==> src/rtl/serial_sub.sv <==
// Bit-serial subtract-with-borrow: r = p - q - bin, one bit per clock, LSB first.
// Result packs WIDTH difference bits under the final borrow (two's-complement sign).
module serial_sub #(
  parameter int unsigned WIDTH = 5
) (
  input  logic             clk,
  input  logic             rst,
  input  logic             start,
  input  logic [WIDTH-1:0] p,
  input  logic [WIDTH-1:0] q,
  input  logic             bin,
  output logic             busy,
  output logic             done,
  output logic [WIDTH:0]   r
);

  localparam int unsigned CW   = (WIDTH > 1) ? $clog2(WIDTH) : 1;
  localparam int unsigned ACCW = WIDTH - 1;

  typedef enum logic {IDLE, SHIFT} state_t;

  state_t           state_q, state_d;
  logic [WIDTH-1:0] a_q, a_d;
  logic [WIDTH-1:0] b_q, b_d;
  logic             br_q, br_d;
  logic [ACCW-1:0]  acc_q, acc_d;
  logic [CW-1:0]    cnt_q, cnt_d;
  logic [WIDTH:0]   r_q, r_d;
  logic             done_q, done_d;
  logic             d, br_nx;

  // The accumulator holds only the WIDTH-1 bits already produced; the last
  // difference bit goes straight into r on the completion edge.
  always_comb begin
    state_d = state_q;
    a_d     = a_q;
    b_d     = b_q;
    br_d    = br_q;
    acc_d   = acc_q;
    cnt_d   = cnt_q;
    r_d     = r_q;
    done_d  = 1'b0;
    d       = a_q[0] ^ b_q[0] ^ br_q;
    br_nx   = (~a_q[0] & b_q[0]) | (~(a_q[0] ^ b_q[0]) & br_q);
    unique case (state_q)
      IDLE: begin
        if (start) begin
          a_d     = p;
          b_d     = q;
          br_d    = bin;
          acc_d   = '0;
          cnt_d   = '0;
          state_d = SHIFT;
        end
      end
      SHIFT: begin
        a_d   = a_q >> 1;
        b_d   = b_q >> 1;
        br_d  = br_nx;
        acc_d = ACCW'({d, acc_q} >> 1);
        cnt_d = cnt_q + CW'(1);
        if (cnt_q == CW'(WIDTH - 1)) begin
          r_d     = {br_nx, d, acc_q};
          done_d  = 1'b1;
          cnt_d   = '0;
          state_d = IDLE;
        end
      end
      default: state_d = IDLE;
    endcase
  end

  always_ff @(posedge clk) begin
    if (rst) begin
      state_q <= IDLE;
      a_q     <= '0;
      b_q     <= '0;
      br_q    <= 1'b0;
      acc_q   <= '0;
      cnt_q   <= '0;
      r_q     <= '0;
      done_q  <= 1'b0;
    end else begin
      state_q <= state_d;
      a_q     <= a_d;
      b_q     <= b_d;
      br_q    <= br_d;
      acc_q   <= acc_d;
      cnt_q   <= cnt_d;
      r_q     <= r_d;
      done_q  <= done_d;
    end
  end

  assign busy = (state_q == SHIFT);
  assign done = done_q;
  assign r    = r_q;

endmodule

==> config.mk <==
export PLATFORM = sky130hd
export DESIGN_NAME = serial_sub
export DESIGN_NICKNAME = d
export VERILOG_FILES = /design/src/rtl/serial_sub.sv
export SDC_FILE = /design/constraint.sdc
export NUM_CORES = 1
export LEC_CHECK = 0
export CORE_ASPECT_RATIO = 1.1
export CORE_UTILIZATION = 50
export DETAILED_ROUTE_END_ITERATION = 8
export MAX_ROUTING_LAYER = met4
export PLACE_DENSITY = 0.85
export SLEW_MARGIN = 5
export SYNTH_ARGS = -nofsm -noshare
export SYNTH_HDL_FRONTEND = slang
export SYNTH_SLANG_ARGS = --single-unit
==> constraint.sdc <==
create_clock -name clk -period 2.2 [get_ports clk]
set_input_delay 0.33 -clock clk [delete_from_list [all_inputs] [get_ports clk]]
set_output_delay 0.33 -clock clk [all_outputs]
set_load 0.05 [all_outputs]
After elaboration in Yosys (flattened, before gate mapping)
Cells that the tools add are included.
Word-level totals
  register bits: 26
  output and inout port bits: 8
  bits of input ports: 14
  word-level logic and storage cells: 36
Cells by class
  add/sub/neg operators: 1
  reduce and logical (&&, ||, !) cells: 2
  multiplexer cells: 15
  equal/unequal tests: 2
  bitwise gates (word level): 8
Operators by type and width (count)
  case mux 5 bit (2 select lines): 2
  two-way mux 5 bit: 2
  case mux 4 bit (2 select lines): 1
  two-way mux 3 bit: 2
  case mux 3 bit (2 select lines): 1
  two-way mux 1 bit: 4
  two-way mux 4 bit: 1
  case mux 1 bit (2 select lines): 2
  adder 3 x 1 -> 3 bit, second input constant: 1
  == test 3 bit, second input constant: 1
  inverter 1 bit: 3
  AND 1 bit: 2
  != test 2 bit, second input constant: 1
  AND reduction 2 bit: 1
  OR reduction 2 bit: 1
  XOR 1 bit: 2
  OR 1 bit: 1

Longest topological paths before layout
Gate-level depths: netlist of run 1.
  word-level depth: 5
  gate-level depth with buffers: 6

Worst setup path before layout of run 1
Ideal clock, no wire load.
  path kind: register -> register
  from: reg state_q, in the netlist busy
  to: reg r_q[5], in the netlist r[5]
  arrival time: 1356 ps
  library setup time: 79 ps
  period minus slack after synthesis: 1435 ps
  required time: 2121 ps
  setup slack: 765 ps
  stages on the path, launching flop included: 6
  path through: dfxtp_1 buf_4 and3_1 buf_4 nor2_1 a211oi_2
On the way
  cells in the longest elaborated chain, start to end: 1
Ends and longest elaborated chain
  from (decl): line 22  | state_t state_q, state_d;
  from (signal assigned): line 84  | state_q <= state_d;
  AND reduction 2 bit (no source line)
  to (signal assigned): line 90  | r_q <= r_d;
  to (decl): line 28  | logic [WIDTH:0] r_q, r_d;
Every way passes these cells.
A chain may end at the register's enable or synchronous reset.

Final worst setup path of run 1
  from: reg r_q[2], in the netlist r[2]
  to: out r[2]
RTL lines
  to (decl): line 14  | output logic [WIDTH:0] r
No word-level cell between the ends.

==> metrics.txt, run 1 <==
Worst path slowest cell clkdlybuf4s50_1; Gate Count Post-Synth around 130; reg2reg path depth 5; Worst-path clk slew between 100 and 150 ps; Final Wtd Congestion around 0.74; Hold EP r[1]; Netlist Area Pre-Place between 1000 and 1500 sq um; post-synthesis cell type count 21; RR Startpoint cnt_q[0]; n_diodes 0; Die X 47.1 microns; TNS Setup 0 ps; Largest stage delay, worst path ~800 ps; CTS tree built; Crit path max-delay family buffers and inverters; leakage power between 0.5 and 0.6 nW; Slew HR approximately two thirds; Clk Latency, worst-skew pair around 320 ps; global-route wire length before repair roughly 3400 microns; die area 2430 sq um; clock buffer count from CTS 3; pre-CTS WS 580 ps; Worst Setup Path Type register to output port; Critical Path Source Type register; row count 17; max-slew violation count 0; Req. time, crit path approximately 1900 ps; worst path bufs/invs 1; final net count 165; Final min period 1810 ps; R2R Path End r[5]; Critical Path, Cell by Cell clkdlybuf4s50_1; Peak Freq around 550 MHz; Syn Area/Cell between 8 and 9 sq um; drt pass-1 iters 4; Final ANT Viol Nets 0; most frequent cells in the layout dfxtp_1 (26), nand2_1 (20), clkdlybuf4s50_1 (20); setup violators final 0; Setup Skew 4.27 ps; Final Instance Area 1380 sq um; flop2flop setup slack 890 ps; Area Growth Syn to Fin 23.4%; via count just under 900; largest area contributor in the netlist dfxtp_1; DP HPWL between 1000 and 1500 microns; CP endpoint kind output port; I/O pins 22; DRT Wirelength just over 2000 microns; power per cell area 622 nW/um^2; CTS Hold Bufs 0; layout cells sized above 1 slightly below 7%; core area 2060 sq um; Hold Startpoint r[1]; syn nets around 140; Starting DRT DRC Count 9; Seq cells post-synth 26; port buffer count 21; depth of the CTS H-tree 1; Area contributors post-synth dfxtp_1 (47%), mux2i_1 (9.0%), nand2_1 (6.7%); Post-CTS Resized 0; VDD IR max roughly 0.55 mV; postcts setup bufs 0; fin crit share 82.5%; filler cell count about 170; Yosys top cell area share 46.6%; area post-placement approximately 1300 sq um; root buffer cell clkbuf_4; vias in the first global route slightly above 800; outcome completed; Die Span Y about 52 microns; Initial Util 54.2%; worst hold stages 2; Final Hold Fails 0; GRT Overall Usage 20.3%; maxcap violations 0; clock sink count 26; Longest Clk Path Bufs 2; final setup margin between 300 and 400 ps; most common cell after layout, fill and taps aside dfxtp_1; Via density 5.02; total power roughly 0.00086 W; register area share after synthesis between 40 and 50%; Routed wire per std cell roughly 12 microns; antenna violations before repair 0; Max FO, Critical Path 2; DRC 0; unrepaired setup endpoints after global routing false; worst-margin pin slew slightly above 500 ps; Synthesis Warnings 0; Critical Path Source r[2]; Min-Delay Path Class register to register; Crit path arrival time roughly 1500 ps; largest net degree at the start of global routing 27; grt total ovfl 0
[cell families (layout without fill, tap and decap cells)]
family,Yosys count,count (layout),share of synthesized area [%]
multiplexers,10,10,8.96
adder cells (fa/ha/maj),3,3,4.03
AND/OR/NAND/NOR,50,50,21.4
AO/OA/AOI/OAI,25,25,12.3
buffers and inverters,13,33,6.72
flip-flops,26,26,46.6
[metrics by stage]
stage	std cells	hold WS (ps)	util, %
CTS	175	468	66.8
floorplan	127	402	-
global route	175	496	66.8
global placement	171	442	65.1
finish	175	466	66.8
detailed placement	171	450	65.1
[cells in the mapped netlist, drive strengths merged]
cell / n
nor2b: 9
and3: 1
dfxtp: 26
nand2: 20
nor3: 4
o21ai: 9
a211oi: 3
nand3: 2
nor3b: 5
nor2: 9
fa: 1
ha: 2
buf: 7
inv: 4
clkbuf: 2
a21oi: 13
mux2i: 10
[area by class of cell]
type / instances / area, sq um / area share, %
multi-input cells: 88 / 522 / 37.8
flip-flops and latches: 26 / 520 / 37.7
repair buffers: 25 / 250 / 18.1
clock buffers: 4 / 36.3 / 2.63
well taps: 28 / 35.0 / 2.54
inverters: 4 / 15.0 / 1.09
[worst max path at each step]
stage,endpoint,cells past startpoint,slack (ps)
2_1_floorplan,r[5],5,770
3_3_place_gp,a_q[0],5,630
3_5_place_dp,b_q[0],5,580
4_1_cts,r[2],1,380
5_1_grt,r[1],1,340
6_report,r[2],1,390
[metal layers]
metal | global-route usage, % | routed length [microns] | up-vias
met5 | - | 0 | -
met4 | 11.4 | 45 | 0
met3 | 4.17 | 48 | 4
met2 | 32.2 | 985 | 13
met1 | 23.4 | 969 | 402
li1 | - | - | 459
[registers in the layout, summed over array words and instances, names as in the netlist]
signal  cells
br_q        1
b_q         5
a_q         5
done        1
busy        1
cnt_q       3
r           6
acc_q       4
[worst min-delay path, stage by stage, from the launching register on]
cell     delay (ps)
dfxtp_1         340
nand2_1          50
a21oi_1          50
[power by group]
group | internal [W] | switching, W
Sequential | 0.000489 | 0.0000119
Combinational | 0.0000617 | 0.0000568
Clock | 0.000101 | 0.000138
Total | 0.000652 | 0.000206
No activity file was read; power rests on OpenSTA's default activity.
==> inputs of run 2 (changes only) <==
--- a/config.mk
+++ b/config.mk
@@ -6,10 +6,10 @@
 export NUM_CORES = 1
 export LEC_CHECK = 0
 export CORE_ASPECT_RATIO = 1.1
-export CORE_UTILIZATION = 50
+export CORE_UTILIZATION = 45
 export DETAILED_ROUTE_END_ITERATION = 8
 export MAX_ROUTING_LAYER = met4
-export PLACE_DENSITY = 0.85
+export PLACE_DENSITY = 0.81
 export SLEW_MARGIN = 5
 export SYNTH_ARGS = -nofsm -noshare
 export SYNTH_HDL_FRONTEND = slang
==> constraint.sdc (replaced) <==
create_clock -name clk -period 1.6 [get_ports clk]
set_input_delay 0.24 -clock clk [delete_from_list [all_inputs] [get_ports clk]]
set_output_delay 0.24 -clock clk [all_outputs]
set_load 0.05 [all_outputs]
==> run 2 against run 1 <==
Compared with the run above: die area increased by 11%; setup slack got worse by 230 ps; worst hold slack got worse by 1.5 ps; critical path depth increased by 1; first-iteration DRC count unchanged; design area increased by 0.45%; count of clock-buffer cells in the layout decreased by 1; largest cell class unchanged.
==> metrics.txt, run 2 (synthesis results as in run 1) <==
Final Wtd Congestion ~0.78; antenna violations before repair 0; I/O pins 22; n_diodes 0; TNS Setup 0 ps; drt pass-1 iters 5; core area approximately 2300 sq um; Final Instance Area 1390 sq um; GRT Overall Usage between 10% and 20%; grt total ovfl 0; fin crit share between 90 and 100%; port buffer count 21; VDD IR max about 0.58 mV; DRC 0; row count 18; Initial Util 48.6%; Post-CTS Resized 0; Crit path arrival time between 1000 and 1500 ps; unrepaired setup endpoints after global routing false; Min-Delay Path Class register to register; Peak Freq approximately 690 MHz; root buffer cell clkbuf_4; Die Span Y around 54 microns; die area 2690 sq um; Largest register FFs 6; CP endpoint kind output port; total power between 0.001 and 0.0015 W; Worst Setup Path Type register to output port; most frequent cells in the layout dfxtp_1 (26), nand2_1 (20), a21oi_1 (13), clkdlybuf4s50_1 (13), mux2i_1 (10); Clk Latency, worst-skew pair 320 ps; filler cell count 206; Max FO, Critical Path 36; Slew HR 78.3%; Multi-input gate area ~520 sq um; area post-placement 1330 sq um; maxcap violations 0; Worst-path clk slew between 100 and 150 ps; Final min period ~1400 ps; via count about 870; DP HPWL 1320 microns; largest net degree at the start of global routing 37; vias in the first global route a little under 800; Via density just under 5; CTS tree built; Final ANT Viol Nets 0; global-route wire length before repair 3310 microns; outcome completed; Final Hold Fails 0; most common cell after layout, fill and taps aside dfxtp_1; Req. time, crit path ~1400 ps; Longest Clk Path Bufs 2; max-slew violation count 0; power per cell area ~940 nW/um^2; leakage power around 0.54 nW; Setup Skew ~4.5 ps; worst-margin pin slew about 330 ps; Fin Hold WS around 460 ps; DRT Wirelength 1910 microns; final setup margin roughly 160 ps; depth of the CTS H-tree 1; CTS Hold Bufs 0; Die X ~50 microns; Critical Path Source Type register; pre-CTS WS approximately 120 ps; Area Growth Syn to Fin 24.0%; Starting DRT DRC Count 9; final net count between 150 and 200; setup violators final 0; layout cells sized above 1 11.0%; postcts setup bufs 0; clock buffer count from CTS 3; Routed wire per std cell about 11 microns; Reg area roughly 520 sq um; clock sink count 26
[run 2: path summary, 6_finish.rpt]
kind | slack [ps] | cells past startpoint | to | from
setup / recovery | 160 | 2 | busy | busy
hold / removal | 460 | 2 | r[0] | acc_q[0]
setup reg to reg | 300 | 5 | r[5] | cnt_q[0]
hold reg to reg | 460 | 2 | r[0] | acc_q[0]
[run 2: cell type report]
type	count	area share (%)
Clock inverter	1	2.17
Inverter	4	1.08
Tap cell	30	2.71
Multi-Input combinational cell	88	37.7
Timing Repair Buffer	24	17.2
Clock buffer	3	1.63
Sequential cell	26	37.6
[run 2: routing by layer]
| layer | track usage, % | vias up | share of wire [%] |
|---|---|---|---|
| met3 | 1.67 | 4 | 1.8 |
| met5 | - | - | 0 |
| met4 | 10.0 | 0 | 2.2 |
| li1 | - | 460 | - |
| met2 | 31.1 | 9 | 50 |
| met1 | 18.1 | 398 | 46 |
[run 2: stage by stage]
step	util, %	cells
6_report	60.3	176
5_1_grt	60.3	176
4_1_cts	60.3	176
3_5_place_dp	58.0	172
3_3_place_gp	58.0	172
2_1_floorplan	-	127
[run 2: critical path, stage by stage, from the launching register on]
cell     delay [ps]
dfxtp_1         370
buf_4           330
buf_12          180
[run 2: where the power goes]
group | internal [W] | leakage (nW) | switching [W]
sequential | 0.000672 | 0.212 | 0.0000135
combinational | 0.0000854 | 0.301 | 0.0000781
clock | 0.000253 | 0.0279 | 0.000194
total | 0.00101 | 0.540 | 0.000285
==> inputs of run 3 (changes only) <==
--- a/config.mk
+++ b/config.mk
@@ -5,7 +5,6 @@
 export SDC_FILE = /design/constraint.sdc
 export NUM_CORES = 1
 export LEC_CHECK = 0
-export CORE_ASPECT_RATIO = 1.1
 export CORE_UTILIZATION = 45
 export DETAILED_ROUTE_END_ITERATION = 8
 export MAX_ROUTING_LAYER = met4
==> run 3 against run 2 <==
Compared with the run above: largest cell class unchanged; sequential power about the same; critical endpoint is now r[5]; cell count fell by 1.1%; design area down 0.18%.
==> metrics.txt, run 3 (synthesis results as in run 1) <==
final net count about 160; Initial Util between 40% and 50%; Fin Hold WS between 400 and 500 ps; DP HPWL between 1000 and 1500 microns; depth of the CTS H-tree 1; CTS Hold Bufs 0; outcome completed; Die X 51.8 microns; Setup Skew between 10 and 15 ps; Longest Clk Path Bufs 2; vias in the first global route approximately 750; Peak Freq roughly 770 MHz; via count 867; Final ANT Viol Nets 0; unrepaired setup endpoints after global routing false; Routed wire per std cell about 11 microns; VDD IR max roughly 0.54 mV; TNS Setup 0 ps; Crit path arrival time between 1500 and 2000 ps; Final Core Density approximately three fifths; RR Startpoint cnt_q[0]; GRT Overall Usage around 16%; max-slew violation count 0; layout cells sized above 1 between 10 and 15%; Clk Latency, worst-skew pair between 300 and 400 ps; Slew HR roughly four fifths; grt total ovfl 0; Final Wtd Congestion 0.792; fin crit share roughly four fifths; most frequent cells in the layout dfxtp_1 (26), nand2_1 (20), a21oi_1 (13), clkdlybuf4s50_1 (13), mux2i_1 (10); DRC 0; CP endpoint kind register; Min-Delay Path Class register to register; Area Growth Syn to Fin 23.7%; core area between 2000 and 2500 sq um; postcts setup bufs 0; drt pass-1 iters 4; CTS tree built; leakage power ~0.54 nW; DRT Wirelength about 1900 microns; Final min period 1300 ps; clock buffer count from CTS 3; Critical Path Source cnt_q[0]; total power 0.00129 W; Hold Startpoint r[3]; row count 17; Worst-path clk slew ~140 ps; Post-CTS Resized 0; I/O pins 22; largest net degree at the start of global routing 36; Worst Setup Path Type register to register; most common cell after layout, fill and taps aside dfxtp_1; Largest register FFs 6; Max FO, Critical Path 8; Via density approximately 5.0; setup violators final 0; die area 2690 sq um; Critical Path Source Type register; worst-margin pin slew ~300 ps; power per cell area 933 nW/um^2; maxcap violations 0; antenna violations before repair 0; global-route wire length before repair 3130 microns; Die Span Y 51.8 microns; port buffer count 21; n_diodes 0; Final Hold Fails 0; Req. time, crit path around 1900 ps; clock sink count 26; root buffer cell clkbuf_4; Starting DRT DRC Count 22
[run 3: per-layer routing]
metal  part of all wire, %  global-route usage (%)  wire length (microns)
met1                    49                    19.9                    916
met2                    46                    24.8                    861
met3                   3.8                    4.39                     71
met4                  0.75                    5.41                     14
met5                     0                       -                      0
[run 3: worst paths after layout]
kind,slack [ps],to,cells past startpoint
worst max-delay path,300,r[5],5
worst min-delay path,470,r[3],2
worst max register to register,300,r[5],5
worst min register to register,470,r[3],2
[run 3: report_power, final]
part | total, W | internal [W] | switching [W]
combinational | 0.000164 | 0.0000860 | 0.0000781
sequential | 0.000687 | 0.000672 | 0.0000150
clock | 0.000439 | 0.000253 | 0.000186
[run 3: layout make-up]
type	count	area [sq um]
fillers	196	893
multi-input cells	88	522
flip-flops and latches	26	520
repair buffers	24	238
well taps	28	35.0
clock inverters	1	30.0
clock buffers	3	22.5
inverters	4	15.0
[run 3: through the flow]
| step | std cells | instance area [sq um] | setup WS (ps) |
|---|---|---|---|
| floorplan | 127 | 1120 | 165 |
| global placement | 170 | 1330 | 158 |
| detailed placement | 170 | 1330 | 138 |
| CTS | 174 | 1380 | 284 |
| global route | 174 | 1380 | 166 |
| finish | 174 | 1380 | 303 |
[run 3: worst max-delay path, cell delays in order, from the launching register on]
cell	delay, ps
dfxtp_1	350
inv_1	80
ha_1	210
and3_1	340
nor2_1	90
a211oi_2	180
